`src/rtl/b_dly_cal.sv`:
```
// Delay-line select calibration: binary search for the phase-detector transition,
// then +/-1 code tracking with majority-voted early/late decisions.
module b_dly_cal #(
  parameter int DW         = 8,
  parameter int SETTLE_CYC = 16,
  parameter int SAMPLE_N   = 8
) (
  input  logic          i_clk,
  input  logic          i_rst,
  input  logic          i_start,
  input  logic          i_hold,
  input  logic          i_pd_early,
  output logic [DW-1:0] o_dly_sel,
  output logic          o_busy,
  output logic          o_lock,
  output logic          o_err
);

  localparam int CNT_MAX = (SETTLE_CYC > SAMPLE_N) ? SETTLE_CYC : SAMPLE_N;
  localparam int CW      = $clog2(CNT_MAX + 1);
  localparam int VW      = $clog2(SAMPLE_N + 1);
  localparam int BW      = (DW > 1) ? $clog2(DW) : 1;

  localparam logic [DW-1:0] CODE_MID    = DW'(1) << (DW - 1);
  localparam logic [DW-1:0] CODE_MAX    = '1;
  localparam logic [CW-1:0] SETTLE_LAST = CW'(SETTLE_CYC - 1);
  localparam logic [CW-1:0] SAMPLE_LAST = CW'(SAMPLE_N - 1);
  localparam logic [VW-1:0] VOTE_HALF   = VW'(SAMPLE_N / 2);
  localparam logic [BW-1:0] BIT_TOP     = BW'(DW - 1);

  typedef enum logic [1:0] {IDLE, SETTLE, SAMPLE, DECIDE} state_t;
  typedef enum logic {SEARCH, TRACK} phase_t;

  state_t        state, state_n;
  phase_t        phase, phase_n;
  logic [BW-1:0] bit_idx, bit_idx_n;
  logic [DW-1:0] result, result_n;
  logic [DW-1:0] sel, sel_n;
  logic          busy, busy_n;
  logic          lock, lock_n;
  logic          err, err_n;
  logic [CW-1:0] cnt, cnt_n;
  logic [VW-1:0] votes, votes_n;

  logic          early;
  logic [DW-1:0] kept;

  // A tie in the vote counts as late.
  assign early = (votes > VOTE_HALF);
  assign kept  = early ? (result | (DW'(1) << bit_idx)) : result;

  // NOTE: every always_comb output gets a default first so no path leaves it
  // unassigned; otherwise synthesis infers a latch.
  always_comb begin
    state_n   = state;
    phase_n   = phase;
    bit_idx_n = bit_idx;
    result_n  = result;
    sel_n     = sel;
    busy_n    = busy;
    lock_n    = lock;
    err_n     = err;
    cnt_n     = cnt;
    votes_n   = votes;

    unique case (state)
      IDLE: ;
      SETTLE: begin
        cnt_n = cnt + CW'(1);
        if (cnt == SETTLE_LAST) begin
          state_n = SAMPLE;
          cnt_n   = '0;
          votes_n = '0;
        end
      end
      SAMPLE: begin
        votes_n = votes + VW'(i_pd_early);
        cnt_n   = cnt + CW'(1);
        if (cnt == SAMPLE_LAST) begin
          state_n = DECIDE;
          cnt_n   = '0;
        end
      end
      DECIDE: begin
        state_n = SETTLE;
        if (phase == SEARCH) begin
          result_n = kept;
          if (bit_idx != '0) begin
            bit_idx_n = bit_idx - BW'(1);
            sel_n     = kept | (DW'(1) << (bit_idx - BW'(1)));
          end else begin
            sel_n   = kept;
            busy_n  = 1'b0;
            lock_n  = 1'b1;
            phase_n = TRACK;
            if (kept == '0 || kept == CODE_MAX) err_n = 1'b1;
          end
        end else if (!i_hold) begin
          // Steps past either end leave the code pinned and flag the error.
          if (early) begin
            if (sel == CODE_MAX) err_n = 1'b1;
            else                 sel_n = sel + DW'(1);
          end else begin
            if (sel == '0) err_n = 1'b1;
            else           sel_n = sel - DW'(1);
          end
        end
      end
      default: state_n = IDLE;
    endcase

    // Start is honoured from IDLE or while locked; during a search it is ignored.
    if (i_start && (state == IDLE || lock)) begin
      state_n   = SETTLE;
      phase_n   = SEARCH;
      bit_idx_n = BIT_TOP;
      result_n  = '0;
      sel_n     = CODE_MID;
      busy_n    = 1'b1;
      lock_n    = 1'b0;
      err_n     = 1'b0;
      cnt_n     = '0;
      votes_n   = '0;
    end
  end

  // NOTE: state registers use non-blocking assignments so every flop samples
  // the pre-edge values regardless of statement order.
  always_ff @(posedge i_clk) begin
    if (i_rst) begin
      state   <= IDLE;
      phase   <= SEARCH;
      bit_idx <= BIT_TOP;
      result  <= '0;
      sel     <= CODE_MID;
      busy    <= 1'b0;
      lock    <= 1'b0;
      err     <= 1'b0;
      cnt     <= '0;
      votes   <= '0;
    end else begin
      state   <= state_n;
      phase   <= phase_n;
      bit_idx <= bit_idx_n;
      result  <= result_n;
      sel     <= sel_n;
      busy    <= busy_n;
      lock    <= lock_n;
      err     <= err_n;
      cnt     <= cnt_n;
      votes   <= votes_n;
    end
  end

  assign o_dly_sel = sel;
  assign o_busy    = busy;
  assign o_lock    = lock;
  assign o_err     = err;

endmodule

```
`config.mk`:
```
export PLATFORM = sky130hd
export DESIGN_NAME = b_dly_cal
export DESIGN_NICKNAME = d
export VERILOG_FILES = /design/src/rtl/b_dly_cal.sv
export SDC_FILE = /design/constraint.sdc
export NUM_CORES = 1
export LEC_CHECK = 0
export ABC_AREA = 1
export BUFFER_PORTS_ARGS = -buffer_cell sky130_fd_sc_hd__buf_4
export CORE_ASPECT_RATIO = 0.7
export CORE_MARGIN = 8
export CORE_UTILIZATION = 50
export DETAILED_ROUTE_END_ITERATION = 8
export PLACE_DENSITY = 0.67
export SETUP_SLACK_MARGIN = 0.05
export SLEW_MARGIN = 20
export SYNTH_ARGS = -nofsm -noshare
export SYNTH_HDL_FRONTEND = slang
export SYNTH_SLANG_ARGS = --single-unit
```
`constraint.sdc`:
```
create_clock -name i_clk -period 5.42 [get_ports i_clk]
set_input_delay 0.271 -clock i_clk [delete_from_list [all_inputs] [get_ports i_clk]]
set_output_delay 0.271 -clock i_clk [all_outputs]
set_load 0.02 [all_outputs]
```
==> impl_metrics.py, run 1 <==
metrics = {
    "clock_tree": {
        "tritoncts": "built",
        "cts-buffers-inserted": 5,
        "worstSkewPairLatency_ns": 0.29,
        "clk_pin_slew_ns": 0.07,
        "cts_sinks": 34,
        "htreeDepth": 2,
        "cts-root-buf": "clkbuf_8",
        "clockBufferDepth": 2,
        "cts_hold_buf": 0,
        "post_cts_buffers": 0,
        "ctsResizeCount": 0,
    },
    "setup_path": {
        "crit_required_ns": 5.61,
        "r2r_slack_ns": 3.27,
        "r2r_start": "state[0]",
        "critPathKind": "flip-flop to flip-flop",
        "worstPathMaxFanout": 22,
        "worstSetupEndpointType": "flip-flop",
        "rr_endpoint": "result[0]",
        "cp.arrival_ns": 2.34,
        "r2r_cells": 7,
        "cp-start-kind": "flip-flop",
    },
    "timing": {
        "finalCritPeriodShare_pct": 39.6,
        "relSlewSlack_pct": 49.2,
        "final.setup.tns_ns": 0,
        "finalClockSkew_ns": 0.00878,
        "finalHoldViolations": 0,
        "tightest_slew_ns": 0.761,
        "final_max_slew_viol_count": 0,
        "rsz0062_at_grt": "false",
        "final-setup-viol-count": 0,
        "whs_ns": 0.177,
        "clock.fmax_mhz": 465,
        "period_minus_slack_ns": 2.15,
    },
    "pwr": {
        "power.leakage_nw": 1.17,
        "p_per_area_nw_per_um2": 264,
        "max-vdd-ir-drop_mv": 0.254,
    },
    "yosys": {
        "synth_most_common_cell": "nand2_1",
        "syn-cell-area_um2": 2310,
        "yosysWarnings": 0,
        "synth.largest_area_cell": "dfxtp_1",
        "synthTopCellsByCount": "nand2_1 (63), inv_1 (58), a21oi_1 (35), dfxtp_1 (34), nor2_1 (23)",
        "synth_area_leaders": "dfxtp_1 (29%), ha_1 (11%), nand2_1 (10%)",
        "synth_ff_type": "dfxtp_1",
        "synth_edf_count": 0,
        "synth.avg_cell_area_um2": 6.79,
        "ys_ff_latch": 34,
        "synth_top_area_share_pct": 29.4,
        "synth_cell_types": 35,
        "yosysSeqAreaShare_pct": 29.4,
        "syn_inst": 341,
        "synth_nets": 366,
        "synthArstFlopShare_pct": 0,
    },
    "detailed_routing": {
        "ant_nets": 0,
        "vias_per_cell": 5.36,
        "drt_iter0_markers": 133,
        "wl_per_cell_um": 13.2,
        "finalWirelength_mm": 5.47,
        "first_pass_iters": 4,
        "drcViolationCount": 0,
        "via_count": 2212,
    },
    "worst_hold_path": {
        "hold_path_depth": 2,
        "min_to": "o_busy",
        "hold_path.class": "primary input to flip-flop",
        "min_from": "i_rst",
    },
    "die": {
        "io_pins": 16,
        "coreArea_um2": 4400,
        "initial_utilization_pct": 52.6,
        "fp.dieH_um": 72.9,
        "dieArea_um2": 7100,
        "die_w_um": 97.3,
        "rows": 20,
    },
    "global_routing": {
        "gr-total-overflow": 0,
        "grt_pass1_vias": 2024,
        "antenna_found_initial": 0,
        "grt_max_degree": 23,
        "track_usage_pct": 15.9,
        "grt_pass1_wl_mm": 9.41,
    },
    "place": {
        "dpl_cell_area_um2": 2460,
        "hpwl_mm": 4.17,
        "routabilityCongestion": 0.892,
        "portBuffers": 15,
    },
    "layout": {
        "post-route-util_pct": 58.0,
        "stdcell_area_um2": 2550,
        "final.fill_count": 399,
        "area_growth_syn_to_layout_pct": 10.4,
        "antenna_cells": 0,
        "multi_input_area_um2": 1360,
        "layout.nets": 382,
        "seqCellArea_um2": 681,
        "layout-drive-gt1-share_pct": 12.3,
    },
    "run": {
        "maxCapViolations": 0,
    },
    "outcome": {
        "status": "complete, no violations",
    },
}
[cell type report]
type                    count  share of cell area, %
inverters                  64                   9.40
repair buffers             15                   4.41
multi-input cells         237                   53.1
clock buffers               6                   3.23
clock inverters             2                  0.490
flip-flops and latches     34                   26.6
well taps                  55                   2.69
[metal layers]
layer  share of wire, %  vias to the layer above  GRT usage [%]
li1                   -                     1147              -
met1                 51                      994           22.1
met2                 41                       64           24.0
met3                6.3                        7           3.78
met4               0.86                        0           3.51
met5                  0                        -              0
[sequential cells by signal, summed over array words and instances (netlist names)]
register and flops:
phase 1, o_busy 1, bit_idx 3, o_dly_sel 8
cnt 5, result 8, votes 4, state 2
o_err 1, o_lock 1
[cells by family (layout without fill, tap and decap cells)]
| logic type | after synthesis | after routing | synth area share, % |
|---|---|---|---|
| buffers and inverters | 70 | 87 | 11.9 |
| flip-flops | 34 | 34 | 29.4 |
| AND/OR/NAND/NOR | 132 | 132 | 26.2 |
| adder cells (fa/ha/maj) | 20 | 20 | 10.8 |
| AO/OA/AOI/OAI | 80 | 80 | 19.7 |
| XOR/XNOR | 5 | 5 | 1.89 |
[how the worst max path moves through the flow]
stage	cells after the start	start	end	slack [ns]
detailed placement	7	state[0]	result[0]	3.28
floorplan	14	votes[2]	o_dly_sel[7]	3.72
global placement	8	state[0]	bit_idx[2]	3.43
finish	7	state[0]	result[0]	3.27
global route	7	state[0]	result[3]	3.07
CTS	7	state[0]	result[0]	3.26
[layout by cell type (no fill, tap or decap), drive strengths merged]
master and n:
a211oi 8, nand3 22, clkbuf 6, o31ai 1
nor4 1, xor2 4, a221oi 1, a22oi 1
clkinv 3, inv 62, nand2 69, nand4 5
o21bai 1, buf 15, a21boi 1, o21ai 24
xnor2 1, clkinvlp 1, or2 2, a21oi 39
ha 20, nor2 25, nor3 7, and3 1
a31oi 3, o221ai 1, dfxtp 34
[power by group]
part           switching [mW]  internal, mW  total, mW
logic                   0.124        0.0640      0.188
registers              0.0190         0.267      0.286
clock network          0.0993         0.102      0.202
total                   0.243         0.433      0.675
[metrics by stage]
stage	power (mW)	std cells	setup slack (ns)
floorplan	0.430	341	3.72
detailed placement	0.478	405	3.28
CTS	0.679	413	3.26
global placement	0.475	405	3.43
global route	0.722	413	3.07
finish	0.675	413	3.27
[critical path, cell delays in order (launching register included)]
cell and delay (ns):
dfxtp_1 0.40, inv_1 0.09, ha_1 0.21, o21ai_0 0.28, inv_1 0.13, nor2_4 0.19
inv_1 0.37, a211oi_1 0.37
(Power assumes the default switching activity.)
==> run 2, diff against run 1 <==
- ABC_AREA: 1 -> 0
- clock period: 5.42 -> 2 ns (I/O delays scaled with it)
==> run 2 against run 1 <==
Largest power group unchanged. Clock power increased to 2.7 times the previous value. Critical path depth increased by 2. Synthesized cell count decreased by 5.3%. Highest routed layer unchanged. Setup slack got worse by 3.2 ns. Register-to-register slack got worse by 3.2 ns. Worst hold slack got worse by 0.040 ns.
==> impl_metrics.py, run 2 <==
metrics = {
    "clock_tree": {
        "cts-root-buf": "clkbuf_8",
        "cts_sinks": 34,
        "tritoncts": "built",
        "worstSkewPairLatency_ns": 0.29,
        "cts-buffers-inserted": 5,
        "clk_pin_slew_ns": 0.08,
        "htreeDepth": 2,
        "clockBufferDepth": 2,
    },
    "die": {
        "dieArea_um2": 7590,
        "coreArea_um2": 4810,
        "die_w_um": 101,
        "fp.dieH_um": 75.3,
        "io_pins": 16,
        "rows": 21,
        "initial_utilization_pct": 52.3,
    },
    "run": {
        "maxCapViolations": 0,
    },
    "yosys": {
        "synth-compound-area-share_pct": 29.1,
        "synth_top_area_share_pct": 27.1,
        "synth_edf_count": 0,
        "yosysSeqAreaShare_pct": 27.1,
        "synth_mux_area_share_pct": 2.44,
        "ys_ff_latch": 34,
        "synth_top_family_by_area": "compound AO/OA/AOI/OAI gates",
        "synthAdderAreaFrac_pct": 9.95,
        "synth_cell_types": 58,
        "synthArstFlopShare_pct": 0,
        "synth.avg_cell_area_um2": 7.79,
        "synthXorXnorAreaFrac_pct": 0.697,
        "synth_simple_gate_area_share_pct": 24.5,
        "synthTopCellsByCount": "nor2_1 (39), dfxtp_1 (34), nand2_1 (23), ha_1 (20), a21oi_1 (18)",
        "syn_inst": 323,
        "synth_area_leaders": "dfxtp_1 (27%), ha_1 (10%), nor2_1 (5.8%)",
        "synth_nets": 348,
        "synth_most_common_cell": "nor2_1",
        "synth_ff_type": "dfxtp_1",
        "syn-cell-area_um2": 2510,
        "synth.largest_area_cell": "dfxtp_1",
        "yosysWarnings": 0,
    },
    "layout": {
        "post-route-util_pct": 69.0,
        "mostFrequentLayoutCell": "buf_4",
        "area_growth_syn_to_layout_pct": 31.9,
        "layout.nets": 398,
        "antenna_cells": 0,
        "layout-drive-gt1-share_pct": 29.7,
        "layout_common_cells": "buf_4 (59), nor2_1 (37), dfxtp_1 (28)",
    },
    "detailed_routing": {
        "vias_per_cell": 6.05,
        "drt_iter0_markers": 193,
        "via_count": 2681,
        "drcViolationCount": 0,
        "ant_nets": 0,
        "finalWirelength_mm": 7.54,
        "first_pass_iters": 5,
        "wl_per_cell_um": 17.0,
    },
    "global_routing": {
        "grt_pass1_vias": 2494,
        "gr-total-overflow": 0,
        "track_usage_pct": 20.4,
        "antenna_found_initial": 0,
        "grt_pass1_wl_mm": 12.3,
        "grt_max_degree": 28,
    },
    "setup_path": {
        "slowest_stage": "or4_1",
        "worstSetupEndpointType": "flip-flop",
        "cp.arrival_ns": 2.16,
        "crit_chain": "o21ai_4 > nand2_4 > inv_4 > ha_4 > nor2_4 > nor4_2 > or4_1 > a21oi_2 > o22ai_1",
        "cp-start-kind": "flip-flop",
        "cp_slowest_stage_delay_ns": 0.50,
        "crit_required_ns": 2.19,
        "worstPathMaxFanout": 6,
        "critPathKind": "flip-flop to flip-flop",
    },
    "worst_hold_path": {
        "hold_path.class": "primary input to flip-flop",
    },
    "outcome": {
        "status": "complete, no violations",
    },
    "timing": {
        "relSlewSlack_pct": 69.4,
        "tightest_slew_ns": 0.454,
        "final_max_slew_viol_count": 0,
        "period_minus_slack_ns": 1.98,
        "whs_ns": 0.137,
        "rsz0062_at_grt": "true",
        "finalHoldViolations": 0,
        "finalCritPeriodShare_pct": 98.8,
        "clock.fmax_mhz": 506,
        "finalClockSkew_ns": 0.00895,
        "final-setup-viol-count": 0,
    },
    "pwr": {
        "p_per_area_nw_per_um2": 563,
        "max-vdd-ir-drop_mv": 0.383,
        "power.leakage_nw": 1.33,
    },
    "place": {
        "routabilityCongestion": 0.952,
        "hpwl_mm": 5.55,
        "portBuffers": 15,
    },
}
## run 2: cell types whose count changed in the layout (fill, tap and decap cells not counted), moves of 9 or more
cell,delta
buf_4,+44
inv_1,-44
nor2_1,+14
o21ai_0,-9
nand3_1,-9
nand2_1,-41
a21oi_1,-19
nand2b_1,+10
## run 2: final timing paths
check / start / to / slack, ns / cells after the start
min: i_start / o_busy / 0.14 / 3
min reg2reg: o_busy / o_busy / 0.49 / 2
max: votes[1] / o_dly_sel[5] / 0.02 / 9
max reg2reg: votes[1] / o_dly_sel[5] / 0.02 / 9
## run 2: critical path, delay by kind of cell, from the launching register on
kind            cells  cell delay (ns)
flops               1             0.35
simple gates        4             0.76
compound gates      3             0.44
fa+ha+maj           1             0.22
buf+inv             1             0.10
## run 2: layout make-up
cell class	count	area [um2]
inverters	17	71.3
clock buffers	7	86.3
fillers	399	1490
repair buffers	63	504
clock inverters	1	5.00
well taps	69	86.3
flip-flops and latches	34	696
multi-input cells	252	1870
## run 2: power breakdown
part,internal [mW],switching [mW]
Sequential,0.713,0.0467
Clock,0.278,0.273
Combinational,0.242,0.315
Total,1.23,0.634
## run 2: per-stage QoR
| stage | setup TNS, ns | instance area (um2) | setup slack, ns | std cells | total power [mW] |
|---|---|---|---|---|---|
| final | 0 | 3320 | 0.0248 | 443 | 1.87 |
| after global routing | -0.391 | 3320 | -0.117 | 443 | 1.97 |
| after CTS | 0 | 3190 | 0.000974 | 440 | 1.83 |
| after detailed placement | -0.0505 | 3000 | -0.0459 | 428 | 1.28 |
| after global placement | 0 | 3000 | 0.0130 | 428 | 1.26 |
| after floorplan | 0 | 2570 | 0.0429 | 323 | 1.10 |
## run 2: metal layers
layer	wire length (um)	part of all wire, %	GRT usage [%]	vias to the layer above
li1	-	-	-	1306
met1	3640	48	28.1	1247
met2	3170	42	31.2	112
met3	611	8.1	4.20	16
met4	120	1.6	6.17	0
met5	0	0	0	-
## run 2: cells by family (layout without fill, tap and decap cells)
family / count (synthesis) / after routing
multiplexers: 6 / 6
XOR/XNOR: 2 / 2
buffers and inverters: 37 / 88
AO/OA/AOI/OAI: 101 / 101
flip-flops: 34 / 34
adder cells (fa/ha/maj): 20 / 20
AND/OR/NAND/NOR: 123 / 123
## run 2: repair_timing
item                       CTS  global route
hold endpoints to repair     2             0
hold buffers                 1             0
buffers inserted             3             3
setup endpoints to repair    5            12
pin swaps                   10            15
resized for setup           13            29
